$ cat src/rtl/rv_sdram_bridge_pkg.sv
// Shared types and constants for the 32-bit to 16-bit SDRAM request bridge.
package rv_sdram_bridge_pkg;

  typedef enum logic [2:0] {
    ST_IDLE,
    ST_ISSUE,
    ST_WAIT,
    ST_CAPTURE,
    ST_DONE
  } state_e;

  localparam int         RV_ADDR_W = 20;
  localparam logic       HALF_LO   = 1'b0;
  localparam logic       HALF_HI   = 1'b1;
  localparam logic [1:0] DS_BOTH   = 2'b11;

  // A write halfword needs an SDRAM access unless skipping is enabled and
  // neither of its byte strobes is set.
  function automatic logic half_used(input logic [1:0] strb, input logic skip_empty);
    return !skip_empty || (strb != 2'b00);
  endfunction

endpackage

$ cat src/rtl/rv_sdram_bridge.sv
// Splits 32-bit CPU bus accesses into one or two 16-bit toggle-handshake
// SDRAM requests (low halfword first) and reassembles read data.
//
// state   | meaning
// --------+--------------------------------------------------------------
// IDLE    | waiting for mem_valid; latches the request on accept
// ISSUE   | drives halfword addr/data/ds and toggles rv_req
// WAIT    | holds request outputs until rv_req_ack matches rv_req
// CAPTURE | read only: stores rv_dout into the current halfword slot
// DONE    | one-cycle mem_ready pulse; mem_valid is not sampled here
module rv_sdram_bridge
  import rv_sdram_bridge_pkg::*;
#(
  parameter logic SKIP_EMPTY_HALF = 1'b1,
  parameter logic BIG_END         = 1'b0
) (
  input  logic                 i_clk,
  input  logic                 i_reset,
  input  logic                 i_mem_valid,
  output logic                 o_mem_ready,
  input  logic [20:0]          i_mem_addr,
  input  logic [31:0]          i_mem_wdata,
  input  logic [3:0]           i_mem_wstrb,
  output logic [31:0]          o_mem_rdata,
  output logic [RV_ADDR_W-1:0] o_rv_addr,
  output logic [15:0]          o_rv_din,
  output logic [1:0]           o_rv_ds,
  output logic                 o_rv_we,
  output logic                 o_rv_req,
  input  logic                 i_rv_req_ack,
  input  logic [15:0]          i_rv_dout
);

  state_e      r_state;
  state_e      w_next;
  logic [18:0] r_addr;
  logic [31:0] r_wdata;
  logic [3:0]  r_wstrb;
  logic        r_is_read;
  logic        r_half;
  logic        r_more;
  logic [15:0] r_rbuf_lo;
  logic [31:0] r_rdata;
  logic [RV_ADDR_W-1:0] r_rv_addr;
  logic [15:0] r_rv_din;
  logic [1:0]  r_rv_ds;
  logic        r_rv_we;
  logic        r_rv_req;

  logic        w_acked;
  logic        w_lo_used;
  logic        w_hi_used;
  logic [1:0]  w_issue_ds;
  logic [15:0] w_issue_din;
  logic        w_unused;

  // Byte-offset bits of the word address carry no information here.
  assign w_unused    = ^i_mem_addr[1:0];

  assign w_acked     = (i_rv_req_ack == r_rv_req);
  assign w_lo_used   = half_used(i_mem_wstrb[1:0], SKIP_EMPTY_HALF);
  assign w_hi_used   = half_used(i_mem_wstrb[3:2], SKIP_EMPTY_HALF);
  assign w_issue_ds  = r_is_read ? DS_BOTH :
                       ((r_half == HALF_HI) ? r_wstrb[3:2] : r_wstrb[1:0]);
  assign w_issue_din = (r_half == HALF_HI) ? r_wdata[31:16] : r_wdata[15:0];

  // State register.
  always_ff @(posedge i_clk) begin
    if (i_reset) r_state <= ST_IDLE;
    else         r_state <= w_next;
  end

  // Next-state decode.
  always_comb begin
    w_next = r_state;
    case (r_state)
      ST_IDLE:    if (i_mem_valid) w_next = ST_ISSUE;
      ST_ISSUE:   w_next = ST_WAIT;
      ST_WAIT:    if (w_acked) w_next = r_is_read ? ST_CAPTURE :
                                        (r_more ? ST_ISSUE : ST_DONE);
      ST_CAPTURE: w_next = r_more ? ST_ISSUE : ST_DONE;
      ST_DONE:    w_next = ST_IDLE;
      default:    w_next = ST_IDLE;
    endcase
  end

  // Request latching, SDRAM request registers and read-data assembly.
  // On reset rv_req is resynchronised to the ack so any in-flight access
  // from an abandoned transaction looks already completed.
  always_ff @(posedge i_clk) begin
    if (i_reset) begin
      r_rv_req  <= i_rv_req_ack;
      r_rv_we   <= 1'b0;
      r_rv_ds   <= 2'b00;
      r_rv_addr <= '0;
      r_rv_din  <= '0;
      r_rdata   <= '0;
      r_rbuf_lo <= '0;
      r_addr    <= '0;
      r_wdata   <= '0;
      r_wstrb   <= '0;
      r_is_read <= 1'b0;
      r_half    <= HALF_LO;
      r_more    <= 1'b0;
    end else begin
      case (r_state)
        ST_IDLE: begin
          if (i_mem_valid) begin
            r_addr    <= i_mem_addr[20:2];
            r_wdata   <= i_mem_wdata;
            r_wstrb   <= i_mem_wstrb;
            r_is_read <= (i_mem_wstrb == 4'b0000);
            if (i_mem_wstrb == 4'b0000) begin
              r_half <= HALF_LO;
              r_more <= 1'b1;
            end else begin
              r_half <= w_lo_used ? HALF_LO : HALF_HI;
              r_more <= w_lo_used && w_hi_used;
            end
          end
        end
        ST_ISSUE: begin
          r_rv_addr <= {r_addr, r_half ^ BIG_END};
          r_rv_din  <= w_issue_din;
          r_rv_ds   <= w_issue_ds;
          r_rv_we   <= !r_is_read;
          r_rv_req  <= ~r_rv_req;
        end
        ST_WAIT: begin
          if (w_acked && !r_is_read && r_more) begin
            r_half <= HALF_HI;
            r_more <= 1'b0;
          end
        end
        ST_CAPTURE: begin
          if (r_half == HALF_LO) r_rbuf_lo <= i_rv_dout;
          else                   r_rdata   <= {i_rv_dout, r_rbuf_lo};
          if (r_more) begin
            r_half <= HALF_HI;
            r_more <= 1'b0;
          end
        end
        default: ;
      endcase
    end
  end

  assign o_mem_ready = (r_state == ST_DONE);
  assign o_mem_rdata = r_rdata;
  assign o_rv_addr   = r_rv_addr;
  assign o_rv_din    = r_rv_din;
  assign o_rv_ds     = r_rv_ds;
  assign o_rv_we     = r_rv_we;
  assign o_rv_req    = r_rv_req;

endmodule

$ cat config.mk
export PLATFORM = sky130hd
export DESIGN_NAME = rv_sdram_bridge
export DESIGN_NICKNAME = d
export VERILOG_FILES = /design/src/rtl/rv_sdram_bridge_pkg.sv /design/src/rtl/rv_sdram_bridge.sv
export SDC_FILE = /design/constraint.sdc
export NUM_CORES = 1
export LEC_CHECK = 0
export ABC_AREA = 1
export CORE_UTILIZATION = 40
export CTS_BUF_LIST = sky130_fd_sc_hd__clkbuf_2
export DETAILED_ROUTE_END_ITERATION = 10
export GPL_TIMING_DRIVEN = 0
export PLACE_DENSITY = 0.77
export SLEW_MARGIN = 20
export SYNTH_ARGS = -nofsm -noshare
export SYNTH_HDL_FRONTEND = slang
export SYNTH_SLANG_ARGS = --single-unit
$ cat constraint.sdc
create_clock -name i_clk -period 1.5 [get_ports i_clk]
set_clock_uncertainty 0.1 [all_clocks]
set_input_delay 0.15 -clock i_clk [delete_from_list [all_inputs] [get_ports i_clk]]
set_output_delay 0.15 -clock i_clk [all_outputs]
set_load 0.03 [all_outputs]
==> impl_metrics.toml <==
[route]
dr.pass1.iters = 6
routed_wl_um = 17400
vias_per_cell = 4.99
wl_per_cell_um = 14.9
drcViolationCount = 0
vias = 5824
antenna_left = 0
initialDrtViolationCount = 490

[sta]
fin_crit_ns = 1.71
tightest_slew_ns = 0.542
setup_viol = 121
final_hold_viol_count = 0
clock.fmax_mhz = 586
setup_tns_ns = -7.91
rsz0062_at_grt = "true"
maxSlewViolCount = 0
fin_ws_ns = -0.205
post-route-period-util_pct = 114
timing.slew.headroom_pct = 63.9

[synthesis]
yosysSeqAreaShare_pct = 54.1
yosys-top-cells-area = "dfxtp_1, a21oi_1, o21ai_0, nand2_1, inv_1"
synth_nets = 783
yosysUniqueCellTypes = 22
synthCells = 704
yosys_warnings = 0
synthesis.area_sq_um = 5530
yosys.area.top_type = "dfxtp_1"
ys_seq_elements = 149
syn_avg_cell_area_sq_um = 7.85
yosys.area.top_type_share_pct = 53.6

[power_and_ir_drop]
p_per_area_nw_per_um2 = 1150
power_mw = 10.1
ir_drop_uv = 651
p_leak_nw = 3.58

[run]
maxCapViolCount = 0

[layout]
syn2layout_area_growth_pct = 58.9
post-route-util_pct = 65.8
final_cell_mix = "a21oi_1, nand2_1, o21ai_0"
drive_gt1_share_pct = 27.3
nets = 1056
final_common_cell = "a21oi_1"

[die]
num_rows = 42
die_w_um = 120
die_h_um = 120
core_sq_um = 13300
initial_core_util_pct = 41.4
num_io_pins = 150
die-area_sq_um = 14300

[place]
io_buffers = 147
dpl.hpwl_um = 11000
dp_slack_ns = -0.390
gp_congestion = 0.823

[setup_path]
critPathMaxFanout = 2
critPathSlowestCell = "dfxtp_4"
crit_required_ns = 1.25
cp_top_family = "flip-flops"
worstPathArrival_ns = 1.46
worst-path-buf-inv = 1
crit_chain = "nor3_2 -> buf_4"
crit_type = "reg2out"
critPathMaxStageDelay_ns = 0.39
start_kind = "flop"
endpoint_kind = "primary output"

[clock_tree]
clk_pin_slew_worst_paths_ns = 0.21
cts_made_buffers = 17
clk_latency_ns = 0.73
cts_root_buffer = "clkbuf_2"
cts_tree = "done"
cts_max_level = 4
clockBufferDepth = 2
cts.sinks = 149

[status]
violations = "setup timing"
status = "finished with violations"

[grt]
grtUsageTotal_pct = 24.4
antenna_found_initial = 1
grt_pass1_vias = 5647
grt_pass1_wl_um = 27300
grt_overflow_total = 0
grt_max_degree = 17

[worst_hold_path]
hold_class = "in2reg"
[power breakdown]
group	switching [mW]	internal, mW
combinational	1.76	1.26
clock	1.41	0.894
sequential	0.257	4.48
[tightest hold or removal path, cell delays in order]
cell             delay [ns]
clkdlybuf4s50_1        0.43
clkbuf_1               0.27
a21oi_2                0.16
[metal layers]
layer	track usage (%)	share of wire, %	vias to the layer above
met1	29.7	42	2718
met5	0	0	-
met4	8.98	1.7	0
met3	6.37	6.4	25
met2	41.4	50	211
li1	-	-	2870
[kinds of logic after synthesis]
| group | count (synthesis) | share of synthesized area [%] |
|---|---|---|
| adder cells (fa/ha/maj) | 2 | 0.453 |
| AND/OR/NAND/NOR | 190 | 14.4 |
| AO/OA/AOI/OAI | 244 | 22.1 |
| flip-flops | 149 | 54.1 |
| buffers and inverters | 119 | 8.92 |
[final timing paths]
check,start,to,slack [ns],depth (start not counted)
worst min register to register,r_addr[0]$_SDFFE_PP0P_,o_rv_addr[1]$_SDFFE_PP0N_,0.34,2
worst max register to register,r_state[0]$_SDFFE_PP0P_,r_addr[3]$_SDFFE_PP0P_,-0.18,7
worst max-delay path,r_state[0]$_SDFFE_PP0P_,o_mem_ready,-0.21,2
worst min-delay path,i_reset,o_mem_rdata[23]$_SDFFE_PP0P_,0.18,3
[timing repair]
action	in CTS	in global routing
gates cloned	1	1
setup buffers	18	15
endpoints found under the hold margin	88	0
pin swaps	2	3
resized for setup	625	50
hold buffers	72	0
setup endpoints to repair	160	204
[through the flow]
stage | hold slack [ns] | cell area [sq um] | std cells
after floorplan | 0.185 | 5530 | 704
after global placement | 0.334 | 7220 | 1027
after CTS | 0.0568 | 8550 | 1150
after detailed placement | 0.337 | 7220 | 1027
final | 0.182 | 8780 | 1167
after global routing | 0.147 | 8780 | 1167
[sequential cells by signal, summed over array words and instances, names as in the netlist]
name	cells
o_mem_rdata	32
o_rv_addr	20
o_rv_din	16
o_rv_ds	2
o_rv_req	1
o_rv_we	1
r_addr	19
r_half	1
r_is_read	1
r_more	1
r_rbuf_lo	16
r_state	3
r_wdata	32
r_wstrb	4
[area by class of cell]
cell class              count  area, sq um
diodes                      1         2.50
plain buffers              52          332
clock buffers              18         90.1
clock inverters            14          141
fillers                  1098         4570
inverters                  67          256
multi-input cells         436         2100
flip-flops and latches    149         3090
well taps                 176          220
repair buffers            254         2550
[cell usage after synthesis]
cell type,number
buf_4,4
a211oi_1,1
nand2_1,102
nor2_4,1
nand3_1,37
nor4_1,1
o21ai_0,111
a21oi_1,128
ha_1,2
o21ai_1,4
nand3b_1,1
inv_2,6
buf_6,1
nor2_8,1
nor3_1,1
edfxtp_1,1
buf_2,19
dfxtp_1,148
inv_1,61
clkbuf_1,28
nor2_1,45
nand2_2,1
Note: power is estimated with default switching activity, not from simulation.
